<file path="src/rtl/slice_add_ctrl_pkg.sv">
// Shared definitions for the slice-serial adder controller.
// Holds the FSM state encoding and the width of one arithmetic slice.
package slice_add_ctrl_pkg;

  localparam int SLICE_W = 4;

  typedef enum logic [1:0] {
    IDLE = 2'd0,
    RUN  = 2'd1,
    DONE = 2'd2
  } state_t;

endpackage

</file>
<file path="src/rtl/slice_add_ctrl_if.sv">
// Operand/result bundle between a requester and slice_add_ctrl.
// The master raises start with operands; the slave reports busy, the done pulse and the result.
interface slice_add_ctrl_if #(
  parameter int W = 16
);
  logic         start;
  logic [W-1:0] a;
  logic [W-1:0] b;
  logic         cin;
  logic         sub;
  logic         busy;
  logic         done;
  logic [W-1:0] sum;
  logic         cout;
  logic         ovf;

  modport master (
    output start, a, b, cin, sub,
    input  busy, done, sum, cout, ovf
  );

  modport slave (
    input  start, a, b, cin, sub,
    output busy, done, sum, cout, ovf
  );
endinterface

</file>
<file path="src/rtl/carry_lookahead_4bit.sv">
// 4-bit carry-lookahead adder slice: purely combinational, zero latency, no handshake.
// All carries are flattened sums of generate/propagate terms, so there is no ripple chain.
module carry_lookahead_4bit (
  input  logic [3:0] a,
  input  logic [3:0] b,
  input  logic       cin,
  output logic [3:0] s,
  output logic       cout
);

  logic [3:0] g;
  logic [3:0] p;
  logic       c1;
  logic       c2;
  logic       c3;

  assign g  = a & b;
  assign p  = a ^ b;
  assign c1 = g[0] | (p[0] & cin);
  assign c2 = g[1] | (p[1] & g[0]) | (p[1] & p[0] & cin);
  assign c3 = g[2] | (p[2] & g[1]) | (p[2] & p[1] & g[0]) | (p[2] & p[1] & p[0] & cin);
  assign cout = g[3] | (p[3] & g[2]) | (p[3] & p[2] & g[1]) | (p[3] & p[2] & p[1] & g[0])
              | (p[3] & p[2] & p[1] & p[0] & cin);
  assign s  = p ^ {c3, c2, c1, cin};

endmodule

</file>
<file path="src/rtl/slice_add_ctrl.sv">
// Slice-serial W-bit add/subtract reusing one 4-bit CLA slice; done pulses SLICES+1 cycles after accept.
// start is accepted only in IDLE and is dropped (never queued) while busy.
module slice_add_ctrl
  import slice_add_ctrl_pkg::*;
#(
  parameter int SLICES = 4
) (
  input logic              clk,
  input logic              rst_n,
  slice_add_ctrl_if.slave  bus
);

  localparam int W  = SLICE_W * SLICES;
  localparam int IW = (SLICES > 1) ? $clog2(SLICES) : 1;

  state_t               state;
  state_t               state_nxt;
  logic [IW-1:0]        idx;
  logic                 carry;
  logic [W-1:0]         a_q;
  logic [W-1:0]         b_q;
  logic [W-1:0]         work;
  logic [W-1:0]         work_nxt;
  logic [W-1:0]         sum_q;
  logic                 cout_q;
  logic                 ovf_q;
  logic [SLICE_W-1:0]   a_nib;
  logic [SLICE_W-1:0]   b_nib;
  logic [SLICE_W-1:0]   slice_s;
  logic                 slice_co;
  logic                 last;

  assign last  = (idx == IW'(SLICES - 1));
  assign a_nib = a_q[SLICE_W*idx +: SLICE_W];
  assign b_nib = b_q[SLICE_W*idx +: SLICE_W];

  carry_lookahead_4bit u_cla (
    .a    (a_nib),
    .b    (b_nib),
    .cin  (carry),
    .s    (slice_s),
    .cout (slice_co)
  );

  always_comb begin
    work_nxt = work;
    work_nxt[SLICE_W*idx +: SLICE_W] = slice_s;
  end

  always_ff @(posedge clk) begin
    if (!rst_n) state <= IDLE;
    else        state <= state_nxt;
  end

  always_comb begin
    state_nxt = state;
    case (state)
      IDLE:    if (bus.start) state_nxt = RUN;
      RUN:     if (last) state_nxt = DONE;
      DONE:    state_nxt = IDLE;
      default: state_nxt = IDLE;
    endcase
  end

  // Subtraction is folded in at accept time: B is inverted and the carry forced to 1.
  always_ff @(posedge clk) begin
    if (!rst_n) begin
      idx    <= '0;
      carry  <= 1'b0;
      a_q    <= '0;
      b_q    <= '0;
      work   <= '0;
      sum_q  <= '0;
      cout_q <= 1'b0;
      ovf_q  <= 1'b0;
    end else begin
      case (state)
        IDLE: begin
          if (bus.start) begin
            a_q   <= bus.a;
            b_q   <= bus.b ^ {W{bus.sub}};
            carry <= bus.sub ? 1'b1 : bus.cin;
            idx   <= '0;
          end
        end
        RUN: begin
          work  <= work_nxt;
          carry <= slice_co;
          idx   <= idx + 1'b1;
          if (last) begin
            sum_q  <= work_nxt;
            cout_q <= slice_co;
            ovf_q  <= (a_q[W-1] == b_q[W-1]) && (work_nxt[W-1] != a_q[W-1]);
          end
        end
        default: ;
      endcase
    end
  end

  assign bus.busy = (state != IDLE);
  assign bus.done = (state == DONE);
  assign bus.sum  = sum_q;
  assign bus.cout = cout_q;
  assign bus.ovf  = ovf_q;

endmodule

</file>
<file path="src/flat_wrapper.sv">
// flat-port wrapper written by rule: the top's interface ports become plain ports
module slice_add_ctrl_flat import slice_add_ctrl_pkg::*;
#(
  parameter int SLICES = 4
)
  (clk, rst_n, bus_start, bus_a, bus_b, bus_cin, bus_sub, bus_busy, bus_done, bus_sum, bus_cout, bus_ovf);
  slice_add_ctrl_if #(.W(16)) bus_i ();
  input logic clk;
  input logic rst_n;
  input wire logic [$bits(bus_i.start)-1:0] bus_start;
  input wire logic [$bits(bus_i.a)-1:0] bus_a;
  input wire logic [$bits(bus_i.b)-1:0] bus_b;
  input wire logic [$bits(bus_i.cin)-1:0] bus_cin;
  input wire logic [$bits(bus_i.sub)-1:0] bus_sub;
  output wire logic [$bits(bus_i.busy)-1:0] bus_busy;
  output wire logic [$bits(bus_i.done)-1:0] bus_done;
  output wire logic [$bits(bus_i.sum)-1:0] bus_sum;
  output wire logic [$bits(bus_i.cout)-1:0] bus_cout;
  output wire logic [$bits(bus_i.ovf)-1:0] bus_ovf;
  assign bus_i.start = bus_start;
  assign bus_i.a = bus_a;
  assign bus_i.b = bus_b;
  assign bus_i.cin = bus_cin;
  assign bus_i.sub = bus_sub;
  assign bus_busy = bus_i.busy;
  assign bus_done = bus_i.done;
  assign bus_sum = bus_i.sum;
  assign bus_cout = bus_i.cout;
  assign bus_ovf = bus_i.ovf;
  slice_add_ctrl #(.SLICES(SLICES)) u_core (.clk(clk), .rst_n(rst_n), .bus(bus_i));
endmodule
</file>
<file path="config.mk">
export PLATFORM = sky130hd
export DESIGN_NAME = slice_add_ctrl_flat
export DESIGN_NICKNAME = d
export VERILOG_FILES = /design/src/rtl/slice_add_ctrl_pkg.sv /design/src/rtl/slice_add_ctrl_if.sv /design/src/rtl/carry_lookahead_4bit.sv /design/src/rtl/slice_add_ctrl.sv /design/src/flat_wrapper.sv
export SDC_FILE = /design/constraint.sdc
export NUM_CORES = 1
export LEC_CHECK = 0
export ABC_AREA = 1
export BUFFER_PORTS_ARGS = -buffer_cell sky130_fd_sc_hd__clkbuf_2
export CAP_MARGIN = 15
export CORE_UTILIZATION = 55
export DETAILED_ROUTE_END_ITERATION = 12
export PLACE_DENSITY = 0.82
export SLEW_MARGIN = 20
export SYNTH_ARGS = -nofsm -noshare
export SYNTH_HDL_FRONTEND = slang
export SYNTH_SLANG_ARGS = --single-unit
</file>
<file path="constraint.sdc">
create_clock -name clk -period 5.3 [get_ports clk]
set_clock_uncertainty 0.05 [all_clocks]
set_input_delay 1.06 -clock clk [delete_from_list [all_inputs] [get_ports clk]]
set_output_delay 1.06 -clock clk [all_outputs]
set_load 0.05 [all_outputs]
</file>
==> results by stage <==
Status:
- The flow ran to the end, and the final reports show no timing, DRC or antenna violations.

Routing:
- The remaining routing DRC violations is 0.
- For this block, the initial DRC count from the detailed router was 195.
- In the final routed layout, each cell accounts on average for 12.56 um.
- The antenna violation net count after detailed routing is 0.
- The sum of routed wire length over all layers is 7.370 mm.
- The count of vias placed by the detailed router is 3079.
- The first-pass iteration count of the detailed router is 5.
- Using the TritonRoute via totals, the vias-per-cell ratio works out to 5.245.

Final layout:
- For this run, the post-layout net count is 555.
- The total inserted antenna cells is 0.
- The signed area change from the synthesized netlist to the final layout is 14.40%.
- After filler insertion, the fill cell instance count of the layout stands at 521.
- The count of cells in the finished layout, fillers not included, comes to a little under 600.
- The multi-input combinational cell area is 1660 um2.
- The fraction of final layout cells sized beyond drive strength 1 is 16.21%.
- Leaving out fill and tap cells, the most frequent cell in the layout is nor2_1.
- The summed area of non-filler cells in the final layout is 3976 um2.
- The sequential cell area is 1421 um2.
- Leaving out fill and tap cells, the most frequent cells in the layout are 72 x nor2_1, 71 x dfxtp_1, 69 x inv_1, 60 x o21ai_0, 56 x clkbuf_2.
- Measured on the finished design, the core utilization comes to 66.37%.

Critical path:
- The library cell contributing the largest single delay on the critical path is dfxtp_1.
- The largest single stage delay on the critical path is 0.68 ns.
- The reg2reg setup slack is 2.37 ns.
- The maximum fanout along the worst path is 20.
- Walking the worst path, the cells encountered are buf_4 -> inv_2 -> o21ai_0 -> o22ai_1 -> ha_1 -> nand2_1 -> nand2_1 -> nand2_1 -> nand2_1 -> nand2_1 -> nand2_2 -> nand4_4 -> nand3_1 -> nand2_1 -> nor2_1 -> nor2_1.
- The arrival time of the worst setup path is about 3.1 ns.
- The type of element capturing the critical path is a flop.
- The worst setup path is of the reg2reg kind.
- The number of cells on the worst reg-to-reg path is 16.
- The launch point of the worst reg-to-reg path is u_core.idx[0].
- The worst setup path is launched from a flop.
- Data on the critical path is required at its endpoint by 5.49 ns.
- The capture point of the worst reg-to-reg path is u_core.bus.ovf.
- By instance count, the cell type seen most on the critical path is nand2_1.

GRT:
- The number of antenna violations at the first check in global routing is 0.
- The first global-routing pass estimated around 12 mm of wire.
- The total overflow left after global routing is 0.
- The number of global-route vias before repair came to 2802.
- The busiest layer in global routing is met2.
- Global routing used ~6.2% of the available met3 tracks.
- The met2 routing resource usage after global routing is 39.42%.
- Global routing consumed, over all layers together, 24.59% of the routing resources.
- The maximum number of pins on one net before global-route repair is 45.
- For this run, global-route usage on met1 was measured as 31.66%.

Timing:
- The remaining max-slew budget at the tightest pin is 37.04%.
- Based on the critical path, the design can be clocked at up to 340.9 MHz.
- The count of pins over their slew limit was 0.
- The worst-case setup margin in the final layout is 2.367 ns.
- Setup violations remaining at the end of the flow were counted as 0.
- The actual slew at the worst max-slew pin is roughly 0.94 ns.
- The worst path in the final design needs a cycle of 2.933 ns, including I/O delays and setup.
- The final critical path takes up roughly 55% of the cycle.
- Across all hold checks on the routed design, the worst slack comes to 0.4379 ns.
- Adding up every negative setup slack in the final design gives 0 ns.
- The count of final hold-check violations is 0.
- Setup repair after global routing left no endpoint under its margin.

Clock tree:
- The clock latency on the worst-skew pair is 0.35 ns.
- The clock tree synthesis step divided the H-tree into 3 levels.
- The clock slew at the register clock pins of the worst setup and hold paths is 0.07 ns.
- TritonCTS built the clock tree.
- The number of hold buffers added after CTS was 0.
- The number of clock buffers added by TritonCTS is 9.
- Post-CTS timing repair inserted 0 buffers for setup.
- The tree is rooted in a clkbuf_8.
- The number of buffers on the longest clock path is 2.
- Clock tree synthesis found a total of 71 sinks.
- Gates resized during post-CTS repair numbered 0.

Power and ir drop:
- In this run the static leakage power is 1.911 nW.
- The power consumption is about 1.3 mW.
- The power per standard cell area is 336.7 nW/um2.
- The maximum VDD drop is 0.2448 mV.

Floorplan:
- The horizontal die dimension is 81.50 um.
- The die is 81.50 um tall.
- The die covers 6641 um2.
- In this run the standard cell core region covers approximately 6000 um2.
- The number of placement rows is 28.
- 57 I/O pins were placed.
- Once the floorplan was initialized, standard cells occupied between 50 and 60% of the core.

Synthesis:
- After synthesis the netlist holds a flip-flop and latch count of 71.
- The async set or reset register ratio after synthesis is 0%.
- The sequential element share of the synthesized area is 40.89%.
- During synthesis, Yosys emitted a total of 0 warnings.
- In this run the mean area of a mapped cell was 7.475 um2.
- The synthesized netlist occupies a cell area of 3476 um2.
- The number of instances in the synthesized netlist is roughly 470.
- Counting every net in the synthesized netlist gives 513.
- Counting flops with a built-in enable in the synthesized netlist gives 0.
- Synthesis instantiated 35 different standard cells from the library.
- Among all flip-flop cells after synthesis, the most frequent one is dfxtp_1.

Worst hold path:
- The start point of the worst hold path is u_core.a_q[7].
- The worst hold path belongs to the class reg2reg.
- The worst hold path passes through 2 cells.
- For hold timing, the worst endpoint is u_core.a_q[7].

Placed design:
- The half-perimeter wire length after detailed placement is 5.165 mm.
- The weighted congestion reported at the end of routability-driven placement is 0.8809.
- The count of buffers added on input and output ports is 56.
- OpenSTA, run right after detailed placement, puts the worst setup slack at between 2 and 2.5 ns.
- The number of cells after detailed placement is ~570.
- Once placement finished, the instance area stood at roughly 3700 um2.

Job:
- The tool flagged a number of max-cap violations equal to 0.
[critical path, delay by kind of cell, from the launching register on]
kind	cells	cell delay (ns)
AND/OR/NAND/NOR	11	0.91
flip-flops	1	0.68
buffers and inverters	2	0.45
AO/OA/AOI/OAI	2	0.38
adder cells (fa/ha/maj)	1	0.36
[sequential cells by signal, summed over array words and instances (netlist names)]
register	count
u_core.a_q	16
u_core.carry	1
u_core.state	2
u_core.work	16
u_core.idx	2
u_core.bus.cout	1
u_core.bus.ovf	1
u_core.b_q	16
u_core.bus.sum	16
[how the worst max path moves through the flow]
| stage | depth (start not counted) | slack (ns) | to | start |
|---|---|---|---|---|
| after floorplan | 14 | 2.96 | u_core.bus.sum[7] | u_core.idx[0] |
| after global placement | 5 | 2.52 | u_core.work[14] | rst_n |
| after detailed placement | 16 | 2.44 | u_core.bus.ovf | u_core.idx[0] |
| after CTS | 16 | 2.41 | u_core.bus.ovf | u_core.idx[0] |
| after global routing | 5 | 2.06 | u_core.work[13] | rst_n |
| final | 16 | 2.37 | u_core.bus.ovf | u_core.idx[0] |
[synthesized netlist by cell type, types with 2 or more instances]
cell type / number / share of area (%)
o21ai_0: 60 / 8.6
a21oi_1: 21 / 3.0
buf_4: 3 / 0.65
nor2_1: 72 / 7.8
o22ai_1: 13 / 2.3
inv_2: 2 / 0.22
a31oi_1: 2 / 0.36
buf_2: 8 / 1.2
o21a_1: 4 / 0.86
xor2_1: 3 / 0.76
a32oi_1: 2 / 0.50
o21bai_1: 12 / 2.6
dfxtp_1: 71 / 41
nand2_2: 2 / 0.36
a211oi_1: 14 / 3.0
nor3_2: 2 / 0.58
ha_1: 10 / 3.6
o21ai_1: 5 / 0.72
xnor2_1: 15 / 3.8
clkbuf_1: 13 / 1.4
inv_1: 70 / 7.6
nand4_1: 3 / 0.54
nand2_1: 38 / 4.1
nand3_1: 9 / 1.3
[kinds of logic (layout without fill, tap and decap cells)]
logic type      after synthesis  after routing  synth area share, %
simple gates                131            131                16.16
flops                        71             71                40.89
compound gates              136            136                22.89
xor+xnor                     18             18                4.536
buf+inv                      98            145                11.34
fa+ha+maj                    11             11                4.176
[final cells by class]
type	count	share of cell area, %
multi-input combinational	296	41.76
sequential	71	35.75
timing repair buffer	57	7.237
inverter	72	6.797
clock buffer	14	4.594
tap	75	2.360
clock inverter	2	1.510
[metal layers]
layer | vias up | part of all wire, %
met5 | - | 0
met4 | 0 | 1.9
met3 | 14 | 5.8
met2 | 108 | 45
met1 | 1364 | 48
li1 | 1593 | -
[where the power goes]
part	internal [mW]	switching (mW)
logic	0.0873	0.147
registers	0.569	0.0226
clock network	0.317	0.196
Power figures use the tool's default switching activity.
